==> config.mk <==
export PLATFORM = sky130hd
export DESIGN_NAME = lsu_access_seq
export DESIGN_NICKNAME = d
export VERILOG_FILES = /design/src/rtl/lsu_access_seq.sv
export SDC_FILE = /design/constraint.sdc
export NUM_CORES = 1
export LEC_CHECK = 0
export BUFFER_PORTS_ARGS = -buffer_cell sky130_fd_sc_hd__buf_2
export CAP_MARGIN = 40
export CELL_PAD_IN_SITES_DETAIL_PLACEMENT = 1
export CELL_PAD_IN_SITES_GLOBAL_PLACEMENT = 1
export CORE_MARGIN = 8
export CORE_UTILIZATION = 44
export CTS_CLUSTER_SIZE = 28
export DETAILED_ROUTE_END_ITERATION = 10
export PLACE_DENSITY_LB_ADDON = 0.1
export SLEW_MARGIN = 20
export SYNTH_ARGS = -nofsm -noshare
export SYNTH_HDL_FRONTEND = slang
export SYNTH_SLANG_ARGS = --single-unit
==> constraint.sdc <==
create_clock -name clk_i -period 3.8 [get_ports clk_i]
set_input_delay 0.38 -clock clk_i [delete_from_list [all_inputs] [get_ports clk_i]]
set_output_delay 0.38 -clock clk_i [all_outputs]
set_load 0.01 [all_outputs]
==> src/rtl/lsu_access_seq.sv <==
// Load/store sequencer in front of a word-wide synchronous-read memory.
// Sub-word stores use read-modify-write; accesses that cross a word boundary touch two words.
module lsu_access_seq #(
    parameter int MEM_DEPTH = 4,
    localparam int AW = $clog2(MEM_DEPTH) + 2
) (
    input  logic          clk_i,
    input  logic          rst_ni,
    input  logic          req_valid_i,
    output logic          req_ready_o,
    input  logic          req_we_i,
    input  logic [AW-1:0] req_addr_i,
    input  logic [31:0]   req_wdata_i,
    input  logic [2:0]    req_strb_i,
    output logic          rsp_valid_o,
    input  logic          rsp_ready_i,
    output logic [31:0]   rsp_rdata_o,
    output logic          rsp_split_o,
    output logic [AW-1:0] mem_rd_addr_o,
    input  logic [31:0]   mem_rd_data_i,
    output logic [AW-1:0] mem_wr_addr_o,
    output logic [31:0]   mem_wr_data_o,
    output logic          mem_we_o,
    output logic [2:0]    dbg_state_o
);

    // Request handshake: a request transfers on a rising edge where req_valid_i and
    // req_ready_o are both high; a response transfers where rsp_valid_o and rsp_ready_i are.
    typedef enum logic [2:0] {
        S_IDLE    = 3'd0,
        S_RD_LO   = 3'd1,
        S_RD_HI   = 3'd2,
        S_RD_WAIT = 3'd3,
        S_WR_LO   = 3'd4,
        S_WR_HI   = 3'd5,
        S_RESP    = 3'd6
    } state_e;

    state_e        state_q, state_d;
    logic          we_q;
    logic [AW-1:0] addr_q;
    logic [31:0]   wdata_q;
    logic [2:0]    strb_q;
    logic [31:0]   buf_lo_q, buf_hi_q;
    logic [31:0]   rsp_rdata_q;
    logic          rsp_split_q;

    logic [1:0]    off;
    logic [4:0]    shamt;
    logic [2:0]    nbytes;
    logic          split;
    logic [AW-1:0] lo_addr, hi_addr;
    logic [7:0]    byte_mask;
    logic [31:0]   wdata_m;
    logic [63:0]   sdata;
    logic [63:0]   window;
    logic [63:0]   merged;
    logic [31:0]   raw;
    logic [31:0]   load_data;
    logic          aligned_wstore_in;

    assign off     = addr_q[1:0];
    assign shamt   = {off, 3'b000};
    assign split   = (({1'b0, off}) + nbytes) > 3'd4;
    assign lo_addr = {addr_q[AW-1:2], 2'b00};
    assign hi_addr = lo_addr + AW'(4);

    assign aligned_wstore_in = req_we_i && req_strb_i[1] && (req_addr_i[1:0] == 2'b00);

    always_comb begin
        nbytes    = 3'd4;
        byte_mask = 8'h0F;
        wdata_m   = wdata_q;
        case (strb_q[1:0])
            2'b00: begin
                nbytes    = 3'd1;
                byte_mask = 8'h01;
                wdata_m   = {24'b0, wdata_q[7:0]};
            end
            2'b01: begin
                nbytes    = 3'd2;
                byte_mask = 8'h03;
                wdata_m   = {16'b0, wdata_q[15:0]};
            end
            default: ;
        endcase
        byte_mask = byte_mask << off;
        sdata     = {32'b0, wdata_m} << shamt;
    end

    // While the last read word is on the bus it is folded into the window directly, so
    // the load result can be registered on the same edge the buffers capture it.
    always_comb begin
        window = {buf_hi_q, buf_lo_q};
        if (state_q == S_RD_WAIT) begin
            window = split ? {mem_rd_data_i, buf_lo_q} : {32'b0, mem_rd_data_i};
        end
    end

    always_comb begin
        merged = window;
        for (int i = 0; i < 8; i++) begin
            if (byte_mask[i]) merged[8*i +: 8] = sdata[8*i +: 8];
        end
    end

    always_comb begin
        raw       = 32'(window >> shamt);
        load_data = raw;
        case (strb_q[1:0])
            2'b00:   load_data = {{24{raw[7] & ~strb_q[2]}}, raw[7:0]};
            2'b01:   load_data = {{16{raw[15] & ~strb_q[2]}}, raw[15:0]};
            default: load_data = raw;
        endcase
    end

    always_ff @(posedge clk_i or negedge rst_ni) begin
        if (!rst_ni) state_q <= S_IDLE;
        else         state_q <= state_d;
    end

    always_comb begin
        state_d = state_q;
        case (state_q)
            S_IDLE:    if (req_valid_i) state_d = aligned_wstore_in ? S_WR_LO : S_RD_LO;
            S_RD_LO:   state_d = split ? S_RD_HI : S_RD_WAIT;
            S_RD_HI:   state_d = S_RD_WAIT;
            S_RD_WAIT: state_d = we_q ? S_WR_LO : S_RESP;
            S_WR_LO:   state_d = split ? S_WR_HI : S_RESP;
            S_WR_HI:   state_d = S_RESP;
            S_RESP:    if (rsp_ready_i) state_d = S_IDLE;
            default:   state_d = S_IDLE;
        endcase
    end

    always_comb begin
        req_ready_o   = 1'b0;
        rsp_valid_o   = 1'b0;
        mem_rd_addr_o = '0;
        mem_wr_addr_o = '0;
        mem_wr_data_o = '0;
        mem_we_o      = 1'b0;
        case (state_q)
            S_IDLE:  req_ready_o = 1'b1;
            S_RD_LO: mem_rd_addr_o = lo_addr;
            S_RD_HI: mem_rd_addr_o = hi_addr;
            S_WR_LO: begin
                mem_we_o      = 1'b1;
                mem_wr_addr_o = lo_addr;
                mem_wr_data_o = merged[31:0];
            end
            S_WR_HI: begin
                mem_we_o      = 1'b1;
                mem_wr_addr_o = hi_addr;
                mem_wr_data_o = merged[63:32];
            end
            S_RESP:  rsp_valid_o = 1'b1;
            default: ;
        endcase
    end

    always_ff @(posedge clk_i or negedge rst_ni) begin
        if (!rst_ni) begin
            we_q        <= 1'b0;
            addr_q      <= '0;
            wdata_q     <= '0;
            strb_q      <= '0;
            buf_lo_q    <= '0;
            buf_hi_q    <= '0;
            rsp_rdata_q <= '0;
            rsp_split_q <= 1'b0;
        end else begin
            if (req_valid_i && req_ready_o) begin
                we_q    <= req_we_i;
                addr_q  <= req_addr_i;
                wdata_q <= req_wdata_i;
                strb_q  <= req_strb_i;
            end
            if (state_q == S_RD_HI) buf_lo_q <= mem_rd_data_i;
            if (state_q == S_RD_WAIT) begin
                if (split) begin
                    buf_hi_q <= mem_rd_data_i;
                end else begin
                    buf_lo_q <= mem_rd_data_i;
                    buf_hi_q <= '0;
                end
            end
            if (state_q != S_RESP && state_d == S_RESP) begin
                rsp_rdata_q <= we_q ? 32'b0 : load_data;
                rsp_split_q <= split;
            end
        end
    end

    assign rsp_rdata_o = rsp_rdata_q;
    assign rsp_split_o = rsp_split_q;
    assign dbg_state_o = state_q;

endmodule

Word level (Yosys, flattened, before mapping)
Index checks and enable logic that the tools add are counted.
{"block": "classes", "eq_ne": 9, "shift": 3, "multipliers": 0, "mux": 32, "order_cmp": 1, "n_reduce_logical": 8, "addsub": 2, "div": 0, "n_bitwise": 3}
{"operator": "case mux 32 bit (2 select lines)", "count": 3}
{"operator": "two-way mux 32 bit", "count": 5}
{"operator": "two-way mux 64 bit", "count": 2}
{"operator": "two-way mux 8 bit", "count": 8}
{"operator": "<< shifter 32 x 5 -> 64 bit", "count": 1}
{"operator": ">> shifter 64 x 5 -> 32 bit", "count": 1}
{"operator": "case mux 4 bit (2 select lines)", "count": 3}
{"operator": "case mux 3 bit (7 select lines)", "count": 1}
{"operator": "== test 3 bit, second input constant", "count": 4}
{"operator": "two-way mux 3 bit", "count": 3}
{"operator": "<< shifter 8 x 2 -> 8 bit", "count": 1}
{"operator": "== test 3 x 2 -> 1 bit, second input constant", "count": 2}
{"operator": "case mux 3 bit (2 select lines)", "count": 1}
{"operator": "adder 4 x 3 -> 4 bit, second input constant", "count": 1}
{"operator": "logical AND 1 bit", "count": 4}
{"operator": "logical NOT 2 bit", "count": 2}
{"operator": "two-way mux 1 bit", "count": 4}
{"operator": "two-way mux 2 bit", "count": 2}
{"operator": "adder 2 x 3 -> 3 bit", "count": 1}
{"operator": "== test 3 x 1 -> 1 bit, second input constant", "count": 1}
{"operator": "greater-than comparator 3 bit, second input constant", "count": 1}
{"operator": "logical NOT 3 bit", "count": 1}
{"operator": "!= test 3 bit, second input constant", "count": 1}
{"operator": "bitwise AND 1 bit", "count": 2}
{"operator": "3 further kinds", "count": 3}
{"block": "word_totals", "latchBits": 0, "ff_bits": 140, "n_memories": 0, "ram_bits": 0, "input_bits": 76, "rom_bits": 0, "word_cells": 67, "output_inout_bits": 79}

Logic depth before layout (Yosys ltp)
{"block": "logic_depth", "depth_word": 10, "ltp_mapped": 14, "depth_no_buf": 10}

Worst setup path before layout
Ideal clock, no wire load.
{"block": "synth_path", "path_type": "register to output", "from": "reg strb_q[1]", "to": "out mem_wr_data_o[7]", "n_path_buf": 3, "path_slack_ns": 0.347, "required_time_ns": 3.420, "path_stages_with_launch": 14, "arrival_time_ns": 3.073, "cell_sequence": "dfrtp_1 -> clkbuf_1 -> or2_2 -> inv_1 -> ha_1 -> inv_1 -> fa_1 -> xnor2_2 -> a21o_1 -> buf_4 -> buf_2 -> mux2_2 -> mux2i_1 -> o32ai_1"}
{"block": "synth_via", "elab_chain_cells": 8, "elab_cells_between_ends": 14, "classes_between": "add/sub: 1; order compare: 1; eq/ne: 1; shift: 2; mux: 8; reduce/logical: 1"}
{"element": "from (decl)", "line_no": "43", "rtl": "logic [2:0] strb_q;"}
{"element": "from (signal assigned)", "line_no": "177", "rtl": "strb_q <= req_strb_i;"}
{"element": "== test 2 x 1 -> 1 bit or logical NOT 2 bit (tied branches)", "line_no": "74", "rtl": "case (strb_q[1:0])"}
{"element": "case mux 3 bit (2 select lines)", "line_no": "74"}
{"element": "adder 2 x 3 -> 3 bit", "line_no": "64", "rtl": "assign split = (({1'b0, off}) + nbytes) > 3'd4;"}
{"element": "greater-than comparator 3 bit", "line_no": "64"}
{"element": "two-way mux 64 bit", "line_no": "96", "rtl": "window = split ? {mem_rd_data_i, buf_lo_q} : {32'b0, mem_rd_data_i};"}
{"element": "two-way mux 64 bit", "line_no": "95", "rtl": "if (state_q == S_RD_WAIT) begin"}
{"element": "two-way mux 8 bit", "line_no": "103", "rtl": "if (byte_mask[i]) merged[8*i +: 8] = sdata[8*i +: 8];"}
{"element": "case mux 32 bit (2 select lines) (*)", "line_no": "143", "rtl": "case (state_q)"}
{"element": "to (decl)", "line_no": "22", "rtl": "output logic [31:0] mem_wr_data_o,"}
Every way passes the cells marked *; elsewhere a longest branch is shown, timed or not.

Worst setup path after layout
{"block": "layout_path", "from": "reg strb_q[1]", "to": "out mem_wr_data_o[14]"}
The elaborated chain is that of the path after synthesis.

==> flow_summary.json <==
{
  "outcome": "complete, no violations",
  "rsz0062_at_grt": "true",
  "synthAdderAreaFrac": 0.00493,
  "ant_nets": 0,
  "buffers_from_clock_root_to_sink_at_most": 2,
  "clock_latency_ns": 0.44,
  "timing_worst_slew_pin_value_ns": 0.788,
  "timing.slew.headroom": 0.471,
  "final_core_utilization": 0.557,
  "insertedDiodeCount": 0,
  "setup_viol_count_final": 0,
  "htree_num_levels": 4,
  "asyncSetResetFlopFracSynth": 1.00,
  "critical_path_peak_fanout": 21,
  "initial_antenna_violation_count": 1,
  "drv.max_cap_violation_count": 0,
  "multiInputGateArea_um2": 5400,
  "drt-total-wl_um": 38800,
  "num-nets-final": 1159,
  "synth_top_cells_by_area": "sky130_fd_sc_hd__dfrtp_1 (38%), sky130_fd_sc_hd__mux2_2 (9.6%), sky130_fd_sc_hd__mux2i_1 (4.5%), sky130_fd_sc_hd__nand2_1 (3.8%), sky130_fd_sc_hd__a22oi_1 (3.5%)",
  "drt_iter0_markers": 981,
  "route.vias.total": 8904,
  "hold_viol_final": 0,
  "final_cycle_share": 0.992,
  "critPathKind": "flip-flop to primary output",
  "register_area_um2": 3500,
  "floorplan.core_area_um2": 20300,
  "cp-end-kind": "primary output",
  "dp.final_hpwl_um": 28400,
  "area_growth_syn_to_layout_pct": 23.8,
  "path_clk_slew_ns": 0.07,
  "post_synth_mux_area_share": 0.176,
  "number_of_global_route_vias_before_repair": 9027,
  "die_x_um": 160,
  "final-max-slew-violation-count": 0,
  "yosysWarnings": 0,
  "post_synth_inst_count": 923,
  "p_leak_nw": 5.19,
  "max-vdd-ir-drop_mv": 0.418,
  "clock-sinks": 140,
  "holdWs_ns": 0.165,
  "ys_seq_elements": 140,
  "synth-edff-count": 0,
  "synth_top_area_share": 0.383,
  "wire_per_inst_um": 28.5,
  "dominant_combinational_cell_family_by_area_after_synthesis": "compound AO/OA/AOI/OAI gates",
  "unique_masters_post_synth": 54,
  "largest_net_degree_at_the_start_of_global_routing": 90,
  "yosys.area_share.xor_xnor": 0.00466,
  "drt-pass1-iter-count": 6,
  "top_ff_cell_synth": "sky130_fd_sc_hd__dfrtp_1",
  "die-height_um": 160,
  "max_freq_ghz": 0.265,
  "globalRouteTotalUtil": 0.297,
  "num-fill-cells": 2331,
  "fraction_of_layout_instances_using_a_drive_strength_above_1": 0.369,
  "post_synth.cell_area_avg_um2": 9.90,
  "cts_tree": "yes",
  "synth_simple_gate_area_frac": 0.143,
  "post_synth_instance_area_um2": 9140,
  "synth_area_leader_cell": "sky130_fd_sc_hd__dfrtp_1",
  "portBuffers": 150,
  "critical_path_at_ns": 3.39,
  "fin_worst_skew_ns": 0.00762,
  "globalplace.congestion": 0.945,
  "p_total_mw": 13.1,
  "cts_buffers": 17,
  "floorplan.initialDensity": 0.450,
  "boundaryPins": 155,
  "cp.required_ns": 3.42,
  "std_cell_rows": 52,
  "power.density_cell_area_nw_per_um2": 1160,
  "dieArea_um2": 25600,
  "grt_first_pass_wirelength_um": 58500,
  "crit_path_start_kind": "flip-flop",
  "cts.root.buffer_cell": "sky130_fd_sc_hd__clkbuf_16",
  "detail_route.drc_violations": 0,
  "ratio_of_routed_vias_to_standard_cells": 6.53,
  "fraction_of_the_mapped_netlist_area_in_compound_gates": 0.232,
  "min_period_ns": 3.77,
  "grt.overflow.total": 0,
  "hold_path.class": "input port to flip-flop",
  "share_of_the_yosys_chip_area_belonging_to_registers": 0.383
}
## cell families (layout without fill, tap and decap cells)
family                   Yosys count  count (layout)
other                              1               4
multiplexers                     133             133
adder cells (fa/ha/maj)            3               3
XOR/XNOR                           4               4
flip-flops                       140             140
AND/OR/NAND/NOR                  244             244
AO/OA/AOI/OAI                    280             280
buffers and inverters            118             285
## layout make-up
cell class / instances / area share
inverter: 31 / 0.0103
multi-input combinational: 668 / 0.477
clock buffer: 18 / 0.0380
timing repair buffer: 222 / 0.122
sequential: 140 / 0.310
clock inverter: 14 / 0.0122
tap: 270 / 0.0299
## layout by cell type (no fill, tap or decap), types with 4 or more instances in the layout
cell type                   netlist  final
sky130_fd_sc_hd__mux2_2          78     78
sky130_fd_sc_hd__a21boi_0        11     11
sky130_fd_sc_hd__inv_1           29     29
sky130_fd_sc_hd__inv_6            0      4
sky130_fd_sc_hd__clkbuf_16        0     17
sky130_fd_sc_hd__a32oi_2          0     13
sky130_fd_sc_hd__buf_12           0      4
sky130_fd_sc_hd__a32oi_1         28     14
sky130_fd_sc_hd__nand4_1         15     15
sky130_fd_sc_hd__o21a_1           7      7
sky130_fd_sc_hd__and2_1          21     20
sky130_fd_sc_hd__o31ai_1          8      5
sky130_fd_sc_hd__nor2_1          37     37
sky130_fd_sc_hd__dfrtp_1        140    139
sky130_fd_sc_hd__buf_4            6     62
sky130_fd_sc_hd__mux4_2          14     14
sky130_fd_sc_hd__conb_1           1      4
sky130_fd_sc_hd__a22o_1          29     26
sky130_fd_sc_hd__mux2i_1         41     39
sky130_fd_sc_hd__o22ai_1          9      9
sky130_fd_sc_hd__o211ai_1        25     25
sky130_fd_sc_hd__o32ai_1          9      8
sky130_fd_sc_hd__o21ai_0         56     53
sky130_fd_sc_hd__a21oi_2          0      5
sky130_fd_sc_hd__buf_2           30    149
sky130_fd_sc_hd__nor2b_1         10     10
sky130_fd_sc_hd__o21ai_1          2      5
sky130_fd_sc_hd__o311ai_1         0      4
sky130_fd_sc_hd__buf_6            2      5
sky130_fd_sc_hd__nor3_1          17     17
sky130_fd_sc_hd__nand4b_1        15     15
sky130_fd_sc_hd__a22oi_2          0      8
sky130_fd_sc_hd__and4b_1         24     24
sky130_fd_sc_hd__a21oi_1         21     15
sky130_fd_sc_hd__nand3_1          6      6
sky130_fd_sc_hd__a221o_1          7      7
sky130_fd_sc_hd__nand2_1         93     91
sky130_fd_sc_hd__a22oi_1         42     34
## state kept, by name, summed over array words and instances (netlist names)
signal / flops
addr_q: 4
buf_hi_q: 32
buf_lo_q: 32
dbg_state_o: 3
rsp_rdata_o: 32
rsp_split_o: 1
strb_q: 3
wdata_q: 32
we_q: 1
## cell usage after synthesis, drive strengths merged, types with 24 or more instances
master	instances
dfrtp	140
nand2	93
mux2	78
o21ai	58
clkbuf	45
a22oi	42
buf	42
mux2i	41
nor2	37
inv	31
a22o	29
a32oi	28
o211ai	25
and4b	24
## worst max-delay path, stage by stage (launching register included)
cell                      delay (ns)
sky130_fd_sc_hd__dfrtp_1        0.39
sky130_fd_sc_hd__or2_4          0.29
sky130_fd_sc_hd__inv_1          0.09
sky130_fd_sc_hd__ha_1           0.14
sky130_fd_sc_hd__inv_1          0.05
sky130_fd_sc_hd__fa_2           0.57
sky130_fd_sc_hd__nand2_2        0.10
sky130_fd_sc_hd__buf_4          0.26
sky130_fd_sc_hd__a32oi_1        0.46
sky130_fd_sc_hd__mux2i_1        0.17
sky130_fd_sc_hd__a22o_1         0.27
sky130_fd_sc_hd__buf_2          0.14
## metal layers
layer | share of wire | vias up | track usage | wire length (um)
li1 | - | 3827 | - | -
met1 | 0.43 | 4498 | 0.400 | 16700
met2 | 0.45 | 496 | 0.464 | 17600
met3 | 0.082 | 81 | 0.0692 | 3170
met5 | 0.00039 | - | 0 | 15
met4 | 0.033 | 2 | 0.0969 | 1290
## path summary, 6_finish.rpt
kind                                 from           endpoint  slack [ns]  cells past startpoint
setup / recovery                strb_q[1]  mem_wr_data_o[14]        0.03                     11
hold / removal             req_wdata_i[7]         wdata_q[7]        0.16                      2
setup reg to reg                strb_q[1]    rsp_rdata_o[27]        0.44                     11
hold reg to reg            rsp_rdata_o[7]     rsp_rdata_o[7]        0.47                      2
max in group asynchronous          rst_ni       buf_hi_q[16]        2.37                      4
min in group asynchronous          rst_ni     dbg_state_o[0]        0.40                      2
## per-stage QoR
step	setup slack, ns	area, um^2	TNS (ns)	instances
finish	0.0319	11300	0	1363
global route	-0.0567	11300	-0.241	1363
CTS	-0.00831	11100	-0.0192	1357
detailed placement	0.204	10400	0	1323
global placement	0.331	10300	0	1321
floorplan	0.347	9150	0	926
## repair_timing
| action | 4_1_cts | 5_1_grt |
|---|---|---|
| hold buffers | 0 | 1 |
| setup buffers | 1 | 3 |
| setup endpoints to repair | 21 | 32 |
| pin swaps | 1 | 3 |
| gates cloned | 1 | 0 |
| resized for setup | 24 | 40 |
| endpoints found under the hold margin | 0 | 31 |
## power breakdown
group	switching, mW	internal [mW]
combinational	5.28	3.35
sequential	0.630	2.16
clock	0.752	0.916
total	6.66	6.43
No activity file was read; power rests on OpenSTA's default activity.
